$ cat src/rtl/maxnet_controller.sv
// Sequencing FSM for the four-PU competitive datapath: loads b, seeds a, then loops
// multiply -> accumulate -> check until end_signal or the iteration limit ends the run.
module maxnet_controller #(
    parameter int unsigned MAX_ITER = 31,
    parameter int unsigned CNT_W    = 5
) (
    input  logic             clk,
    input  logic             rst,
    input  logic             start,
    input  logic             z0,
    input  logic             z1,
    input  logic             z2,
    input  logic             z3,
    input  logic             end_signal,
    output logic             b_regs_en,
    output logic             a_regs_en,
    output logic             a_muxs,
    output logic             pu_mult_regs_en,
    output logic             pu_add_regs_en,
    output logic [1:0]       res_mux,
    output logic             done,
    output logic             busy,
    output logic             timeout,
    output logic             no_winner,
    output logic [CNT_W-1:0] iter_count
);

    typedef enum logic [2:0] {
        StIdle,
        StLoadB,
        StLoadA,
        StMult,
        StAdd,
        StCheck,
        StUpdate,
        StDone
    } state_e;

    localparam logic [CNT_W-1:0] MaxIterCnt = CNT_W'(MAX_ITER);
    localparam logic [CNT_W-1:0] CntOne     = CNT_W'(1);

    state_e     state_q;
    state_e     state_d;
    logic       limit_hit;
    logic       all_zero_flags;
    logic [1:0] winner_idx;

    assign limit_hit      = (iter_count == MaxIterCnt);
    assign all_zero_flags = z0 & z1 & z2 & z3;

    // Lowest-index PU whose output is still non-zero; 0 when none survive.
    always_comb begin
        winner_idx = 2'd0;
        if (!z0) begin
            winner_idx = 2'd0;
        end else if (!z1) begin
            winner_idx = 2'd1;
        end else if (!z2) begin
            winner_idx = 2'd2;
        end else if (!z3) begin
            winner_idx = 2'd3;
        end
    end

    always_comb begin
        state_d = state_q;
        unique case (state_q)
            StIdle:   if (start) state_d = StLoadB;
            StLoadB:  state_d = StLoadA;
            StLoadA:  state_d = StMult;
            StMult:   state_d = StAdd;
            StAdd:    state_d = StCheck;
            StCheck:  state_d = (end_signal || limit_hit) ? StDone : StUpdate;
            StUpdate: state_d = StMult;
            StDone:   if (start) state_d = StLoadB;
            default:  state_d = StIdle;
        endcase
    end

    // Strobes are registered from the next state so each one is high exactly while
    // the FSM sits in the corresponding state, with no combinational path to the pins.
    always_ff @(posedge clk or negedge rst) begin
        if (!rst) begin
            state_q         <= StIdle;
            b_regs_en       <= 1'b0;
            a_regs_en       <= 1'b0;
            a_muxs          <= 1'b0;
            pu_mult_regs_en <= 1'b0;
            pu_add_regs_en  <= 1'b0;
            done            <= 1'b0;
            busy            <= 1'b0;
            res_mux         <= 2'd0;
            timeout         <= 1'b0;
            no_winner       <= 1'b0;
            iter_count      <= '0;
        end else begin
            state_q         <= state_d;
            b_regs_en       <= (state_d == StLoadB);
            a_regs_en       <= (state_d == StLoadA) || (state_d == StUpdate);
            a_muxs          <= (state_d == StLoadA);
            pu_mult_regs_en <= (state_d == StMult);
            pu_add_regs_en  <= (state_d == StAdd);
            done            <= (state_d == StDone);
            busy            <= (state_d != StIdle) && (state_d != StDone);

            if (state_d == StLoadB) begin
                res_mux    <= 2'd0;
                timeout    <= 1'b0;
                no_winner  <= 1'b0;
                iter_count <= '0;
            end

            if (state_q == StCheck && state_d == StDone) begin
                res_mux   <= winner_idx;
                no_winner <= all_zero_flags;
                // end_signal has priority over the limit when both hold.
                timeout   <= ~end_signal;
            end

            if (state_q == StUpdate && !limit_hit) begin
                iter_count <= iter_count + CntOne;
            end
        end
    end

endmodule

$ cat config.mk
export PLATFORM = sky130hd
export DESIGN_NAME = maxnet_controller
export DESIGN_NICKNAME = d
export VERILOG_FILES = /design/src/rtl/maxnet_controller.sv
export SDC_FILE = /design/constraint.sdc
export NUM_CORES = 1
export LEC_CHECK = 0
export CORE_MARGIN = 2
export CORE_UTILIZATION = 46
export DETAILED_ROUTE_END_ITERATION = 12
export HOLD_SLACK_MARGIN = 0.15
export PLACE_DENSITY = 0.76
export SYNTH_ARGS = -nofsm -noshare
export SYNTH_HDL_FRONTEND = slang
export SYNTH_SLANG_ARGS = --single-unit
export TNS_END_PERCENT = 10
$ cat constraint.sdc
create_clock -name clk -period 2.1 [get_ports clk]
set_input_delay 0.315 -clock clk [delete_from_list [all_inputs] [get_ports clk]]
set_output_delay 0.315 -clock clk [all_outputs]
set_load 0.005 [all_outputs]
# Yosys cells after proc, flatten, opt, wreduce, memory -nomap -nowiden
# Cells that the tools add are included.
[classes]
shifts = 0
mul = 0
addsub = 1
n_reduce_logical = 12
order_cmp = 0
n_mux = 14
n_eq_ne = 15
n_bitwise = 4
div_mod_pow = 0
[ops]
columns = ["cell", "n"]
rows = [
  ["== test 3 bit (second input constant)", 7],
  ["case mux 3 bit (6 select lines)", 1],
  ["== test 3 x 2 -> 1 bit (second input constant)", 4],
  ["2-to-1 mux 2 bit", 6],
  ["2-to-1 mux 5 bit", 2],
  ["== test 3 x 1 -> 1 bit (second input constant)", 2],
  ["adder 5 x 1 -> 5 bit (second input constant)", 1],
  ["== test 5 bit (second input constant)", 1],
  ["2-to-1 mux 1 bit", 4],
  ["nonzero test 2 bit", 2],
  ["OR reduction 2 bit", 2],
  ["AND 1 bit", 3],
  ["logical AND 1 bit", 3],
  ["logical NOT 3 bit", 1],
  ["2-to-1 mux 3 bit", 1],
  ["!= test 3 bit (second input constant)", 1],
  ["nonzero test 3 bit", 1],
  ["logical OR 1 bit", 2],
  ["logical NOT 1 bit", 1],
  ["NOT 1 bit", 1],
]
[totals]
latchBits = 0
mem_count = 0
romBits = 0
ramBits = 0
regBits = 19
inputBits = 8

# Depth between registers and ports, before layout
[depth]
ltp_word = 7
ltp_mapped = 6
mapped_depth_nobuf = 6

# Worst setup path before layout
# OpenSTA, ideal clock, no wires.
[synth_path]
path_type = "register to register"
start = "register iter_count[0]"
end = "register iter_count[0]"
arrival_time_ps = 1696
path_stages_with_launch = 7
slack_ps = 279
setup_ps = 125
path_cell_list = "dfrtp_1 > ha_1 > and3_1 > ha_1 > nor2b_1 > o31a_4 > mux2_4"
[synth_between]
elab_chain_len = 6
[synth_lines]
columns = ["element", "line_no", "text"]
rows = [
  ["from (decl)", "25", "output logic [CNT_W-1:0] iter_count"],
  ["from (signal assigned)", "121", "iter_count <= iter_count + CntOne;"],
  ["== test 5 bit", "48", "assign limit_hit = (iter_count == MaxIterCnt);"],
  ["logical OR 1 bit", "73", "StCheck: state_d = (end_signal || limit_hit) ? StDone : StUpdate;"],
  ["2-to-1 mux 1 bit", "73", ""],
  ["case mux 3 bit (6 select lines)", "67", "unique case (state_q)"],
  ["== test 3 x 1 -> 1 bit", "106", "if (state_d == StLoadB) begin"],
  ["nonzero test 2 bit (no line)", "-", ""],
]
# Several ways; a longest one is shown, not always the timed one.
# A chain may end at the register's enable or synchronous reset.

# Worst setup path after layout
# Ends and elaborated chain as after synthesis.

==> out/metrics.cfg <==
[hold_path]
hold_class = in -> async

[floorplanning]
die_area_sq_mm = 0.002349
die_y_microns = 48.47
ios = 24
initial_core_util_pct = 47.33
num_rows = 16
core_area_sq_mm = 0.001922
die_w_microns = 48.47

[sta]
timing.final.max_slew_violations = 0
timing.final.ws_setup_ns = 0.1730
finalCritPeriodShare_pct = 91.76
tightest_slew_ns = 0.4346
setup_violations = 0
rsz0062_at_grt = no
fmax_mhz = 519.0
relSlewSlack_pct = 70.27
setup-tns-final_ns = 0
hold_viol_final = 0
period_needed_ns = 1.927
fin_skew_ns = 0.009530
hold_ws_ns = 0.3314

[clock_network]
clk_latency_ns = 0.29
post_cts_buffers = 0
numCtsBuffers = 3
cts_hold_buf = 0
htreeDepth = 1
cts.repair.resized = 0
max-clock-path-buffers = 2
cts_tree = yes
cts_root_buf = clkbuf_4
cts.sinks = 19
clk_pin_slew_ns = 0.11

[global_routing]
gr-total-overflow = 0
grt_pass1_vias = 730
grt_max_degree = 20
grt_util_all_layers_pct = 17.93
antenna_found_initial = 0
grt_pass1_wl_microns = 3291

[routing]
dr_wl_met2_microns = 940
wl_met3_microns = 65
drt_iter0_markers = 14
viasPerCell = 5.406
totalWireLength_microns = 1844
vias = 746
drt-met1-wl_microns = 811
dr.pass1.iters = 4
top_layer = met4
antenna_left = 0
drc = 0
wl_per_cell_microns = 13.36

[pwr]
p_per_area_mw_per_mm2 = 1205
irDropWorstVdd_mv = 0.7868
p_leak_nw = 0.5423

[final_layout]
drive_gt1_share_pct = 13.51
diodes = 0
ff_latch_area_sq_um = 475.5
multi_input_area_sq_um = 400.4
area_growth_pct = 33.56
fin_nets = 122
fillers = 158

[logic_synthesis]
synth_warnings = 0
synth_area_leaders = dfrtp_1 52%, a21oi_1 5.0%, a22o_1 2.9%
syn_nets = 93
yosysTopAreaCell = dfrtp_1
synth_edf_count = 0
ys_ff_latch = 19
synth_common_cells = 19 x dfrtp_1, 9 x a21oi_1, 5 x nand2_1
syn_area_per_cell_sq_um = 10.96
muxShareOfSynthArea_pct = 1.651
synth_top_area_share_pct = 52.27
synth-compound-area-share_pct = 22.70
yosys_most_used_dff = dfrtp_1
synth_top_family_by_area = compound AO/OA/AOI/OAI gates
synth.distinct_cells = 34
synth_area_sq_um = 909.6
yosysMostFrequentCell = dfrtp_1
synth-xor-area-share_pct = 0
yosys.area_share.adder_pct = 2.751
yosysSeqAreaShare_pct = 52.27
synth_cells = 83
async_flop_share_pct = 100.0
synthSimpleGateAreaFrac_pct = 16.92

[critical_path]
critical_path.max_fanout = 7
path_common_cell = ha_1
crit_chain = ha_1, and3_1, ha_1, nor2b_1, o31a_4, mux2_4
worstPathArrival_ns = 2.11
critPathRequiredTime_ns = 2.28
crit_type = reg -> reg
start_kind = flip-flop
end_kind = flip-flop
critPathMaxStageDelay_ns = 0.44
crit_slowest_cell = dfrtp_1

[placed_design]
portBuffers = 23
hpwl_microns = 1421
post-place-ws_ns = 0.1797
globalplace.congestion = 0.8012

[run_status]
status = finished, final reports clean

[job]
maxCapViolCount = 0

==> flip-flops by register name, summed over array words and instances (netlist names) <==
| name | cells |
|---|---|
| a_muxs | 1 |
| res_mux | 2 |
| pu_mult_regs_en | 1 |
| state_q | 3 |
| b_regs_en | 1 |
| iter_count | 5 |
| busy | 1 |
| timeout | 1 |
| no_winner | 1 |
| done | 1 |
| pu_add_regs_en | 1 |
| a_regs_en | 1 |
==> report_power, final <==
| group | internal [mW] | switching (mW) |
|---|---|---|
| registers | 0.493 | 0.108 |
| logic | 0.387 | 0.296 |
| clock network | 0.0739 | 0.107 |
| total | 0.953 | 0.510 |
==> worst max-delay path, delay by kind of cell (launching register included) <==
kind / cells / cell delay (ns)
adders and majority gates: 2 / 0.46
and+or+nand+nor: 2 / 0.34
muxes: 1 / 0.26
DFF: 1 / 0.44
AOI/OAI and AO/OA: 1 / 0.30
==> per-stage QoR <==
stage	util (%)	power [mW]	area, sq um	instances
floorplan	-	0.9742	909.6	83
global placement	61.85	1.269	1189	134
detailed placement	61.85	1.296	1189	134
CTS	63.22	1.478	1215	138
global route	63.22	1.576	1215	138
finish	63.22	1.464	1215	138
==> layout make-up <==
class                   count  share of cell area, %
inverters                   5                  1.545
repair buffers             27                  21.42
multi-input cells          56                  32.96
clock buffers               4                  2.163
well taps                  27                  2.781
flip-flops and latches     19                  39.13
==> kinds of logic after synthesis <==
| kind of cell | after synthesis |
|---|---|
| AO/OA/AOI/OAI | 28 |
| adder cells (fa/ha/maj) | 2 |
| buffers and inverters | 8 |
| flip-flops | 19 |
| multiplexers | 1 |
| AND/OR/NAND/NOR | 25 |
==> cell usage in the layout (no fill, tap or decap), types with 2 or more instances in the layout <==
cell type / Yosys / routed
or3b_1: 2 / 2
clkdlybuf4s50_1: 0 / 23
inv_1: 4 / 4
nand2_1: 5 / 5
buf_4: 0 / 4
clkbuf_4: 0 / 3
ha_1: 2 / 2
dfrtp_1: 19 / 19
nor2_1: 4 / 4
o21ai_0: 4 / 4
a21oi_1: 9 / 9
a2111oi_0: 2 / 2
nand3_1: 2 / 2
a22o_1: 3 / 3
a32o_1: 2 / 2
nor3_1: 2 / 2
==> worst paths after layout <==
| kind | startpoint | endpoint | slack, ns | cells after the start |
|---|---|---|---|---|
| min in group clk | res_mux[1] | res_mux[1] | 0.50 | 1 |
| max reg2reg | iter_count[0] | iter_count[0] | 0.17 | 6 |
| min | rst | busy | 0.33 | 2 |
| max | iter_count[0] | iter_count[0] | 0.17 | 6 |
| max in group asynchronous | rst | iter_count[3] | 1.56 | 2 |
| min reg2reg | res_mux[1] | res_mux[1] | 0.50 | 1 |
==> layer usage <==
layer,vias up,global-route usage (%)
met3,4,3.395
met1,352,23.17
met2,21,30.09
met4,0,6.667
li1,369,-
met5,-,0
(Power assumes the default switching activity.)
==> RTL edit, RTL diff (same flow settings) <==
The parameter `CNT_W` goes from 5 to 10.
--- a/src/rtl/maxnet_controller.sv
+++ b/src/rtl/maxnet_controller.sv
@@ -2,7 +2,7 @@
 // multiply -> accumulate -> check until end_signal or the iteration limit ends the run.
 module maxnet_controller #(
     parameter int unsigned MAX_ITER = 31,
-    parameter int unsigned CNT_W    = 5
+    parameter int unsigned CNT_W    = 10
 ) (
     input  logic             clk,
     input  logic             rst,
Interface: changed (resized iter_count); port bits go from 24 to 29. The function was not compared with the original's and may differ.
==> RTL edit against the unedited design <==
First-iteration DRC count down 21%. Via count up 39%. Wire length up 38%. Utilization down 1.2 points. Sequential cell count up 5. Synthesized area up 35%. Worst setup slack better by 0.099 ns. Total power up 16%. Critical path depth down 2. Count of clock-buffer cells in the layout down 1. Final area up 28%. Highest routed layer unchanged. Largest cell class unchanged. Largest power group is now sequential cells. Clock skew down 0.0073 ns. Hold slack better by 0.012 ns.
==> RTL edit: results (changes against the unedited design) <==
metric;value;unit;change
async_flop_share;1.00;;unchanged
clockBufferDepth;2;;unchanged
synth-compound-area-share;0.179;;was 0.227
io_buffers;28;;was 23
grt_max_degree;25;;was 20
drt_iter0_drc;11;;was 14
drive_above_1_share;0.107;;was 0.135
synth_common_cells;24 x dfrtp_1, 13 x nand2_1, 9 x a21oi_1, 8 x nor2_1;;was 19 x dfrtp_1, 9 x a21oi_1, 5 x nand2_1
clk_latency;0.31;ns;was 0.29 ns
synth_mux_area_frac;0.0408;;was 0.0165
clkTransAtPathRegs;0.12;ns;
syn-num-nets;131;;was 93
grt_pass1_vias;976;;was 730
drtPass1Iterations;4;;unchanged
r2r-start;iter_count[7];;was iter_count[0]
grt_pass1_wl;4470;um;was 3290 um
regToRegSetupSlack;0.27;ns;was 0.17 ns
peakVddDrop;0.805;mV;was 0.787 mV
top_regs;iter_count x10, state_q x3, res_mux x2;;was iter_count x5, state_q x3, res_mux x2
hpwl;1880;um;was 1420 um
fillers;226;;was 158
cts-resized-gates;0;;unchanged
synthXorXnorAreaFrac;0.00714;;was 0
crit_path_top_delay_cell;or4_4;;was dfrtp_1
ys_seq_area_frac;0.489;;was 0.523
gp_congestion;0.862;;was 0.801
relSlewSlack;0.766;;was 0.703
status;completed;;unchanged
antenna_found_initial;0;;unchanged
ys_types;38;;was 34
hold_class;in2async;;unchanged
grtUsageTotal;0.180;;was 0.179
max_stage_delay;0.58;ns;was 0.44 ns
reg2reg_depth;4;;was 6
num_vias;1035;;was 746
fin_nets;161;;was 122
post_drt_wl_per_cell;14.2;um;was 13.4 um
yosys_warnings;0;;unchanged
root_buffer;clkbuf_4;;unchanged
cp_top_family;simple AND/OR/NAND/NOR gates;;was adder cells
p_leak;0.711;nW;was 0.542 nW
ys_top_cells_by_area;dfrtp_1 49%, mux2i_1 4.1%, nand2_1 4.0%, a21oi_1 3.7%, nand3_1 2.4%;;was dfrtp_1 52%, a21oi_1 5.0%, a22o_1 2.9%, ha_1 2.8%, a32o_1 2.2%
finalClockSkew;0.00223;ns;was 0.00953 ns
reg2reg_to;iter_count[3];;was iter_count[0]
fin_tns_setup;0;ns;unchanged
yosys.area_share.adder;0.0102;;was 0.0275
worst_ep_arrival_time;2.03;ns;was 2.11 ns
==> RTL edit: worst max path at each step <==
stage / start / to / slack (ns) / cells after the start
3_3_place_gp: iter_count[6] / iter_count[3] / 0.34 / 4
6_report: iter_count[7] / iter_count[3] / 0.27 / 4
4_1_cts: iter_count[7] / iter_count[3] / 0.28 / 4
5_1_grt: iter_count[0] / res_mux[0] / 0.13 / 5
2_1_floorplan: iter_count[5] / iter_count[3] / 0.27 / 5
3_5_place_dp: iter_count[7] / iter_count[3] / 0.30 / 4
==> RTL edit: kinds of logic (layout without fill, tap and decap cells) <==
group	after synthesis	after routing
xor+xnor	1	1
buf+inv	11	39
fa+ha+maj	1	1
compound gates	30	30
simple gates	50	50
mux	5	5
flops	24	24
==> RTL edit: worst reg2reg max path, stage by stage (launching register included) <==
cell     delay [ns]
dfrtp_1        0.47
or4_4          0.58
o31a_1         0.29
and3_1         0.17
a211o_1        0.22
==> RTL edit: metal layers <==
layer  GRT usage  part of all wire  wire length, um  vias up
li1            -                 -                -      502
met1       0.239              0.44             1120      500
met2       0.296              0.50             1270       29
met3      0.0349             0.054              137        4
met4      0.0627            0.0090               23        0
met5           0                 0                0        -
==> RTL edit: area by class of cell <==
cell class,instances,area [sq um],share of cell area
flip-flops and latches,24,601,0.387
multi-input cells,87,569,0.367
clock buffers,3,22.5,0.0145
inverters,5,18.8,0.0121
repair buffers,31,303,0.195
well taps,30,37.5,0.0242
==> RTL edit: metrics by stage <==
step	setup WS, ns	std cells	hold slack, ns	total power [W]	cell area (sq um)
floorplan	0.265	122	0.0194	0.00117	1230
global placement	0.335	177	0.525	0.00149	1530
detailed placement	0.296	177	0.529	0.00152	1530
CTS	0.280	180	0.350	0.00171	1550
global route	0.134	180	0.360	0.00184	1550
finish	0.272	180	0.343	0.00170	1550
==> RTL edit: report_power, final <==
group	internal (W)	switching (W)	leakage, nW	total [W]
clock	0.0000670	0.000127	0.0138	0.000194
sequential	0.000603	0.000154	0.314	0.000758
combinational	0.000399	0.000349	0.383	0.000748
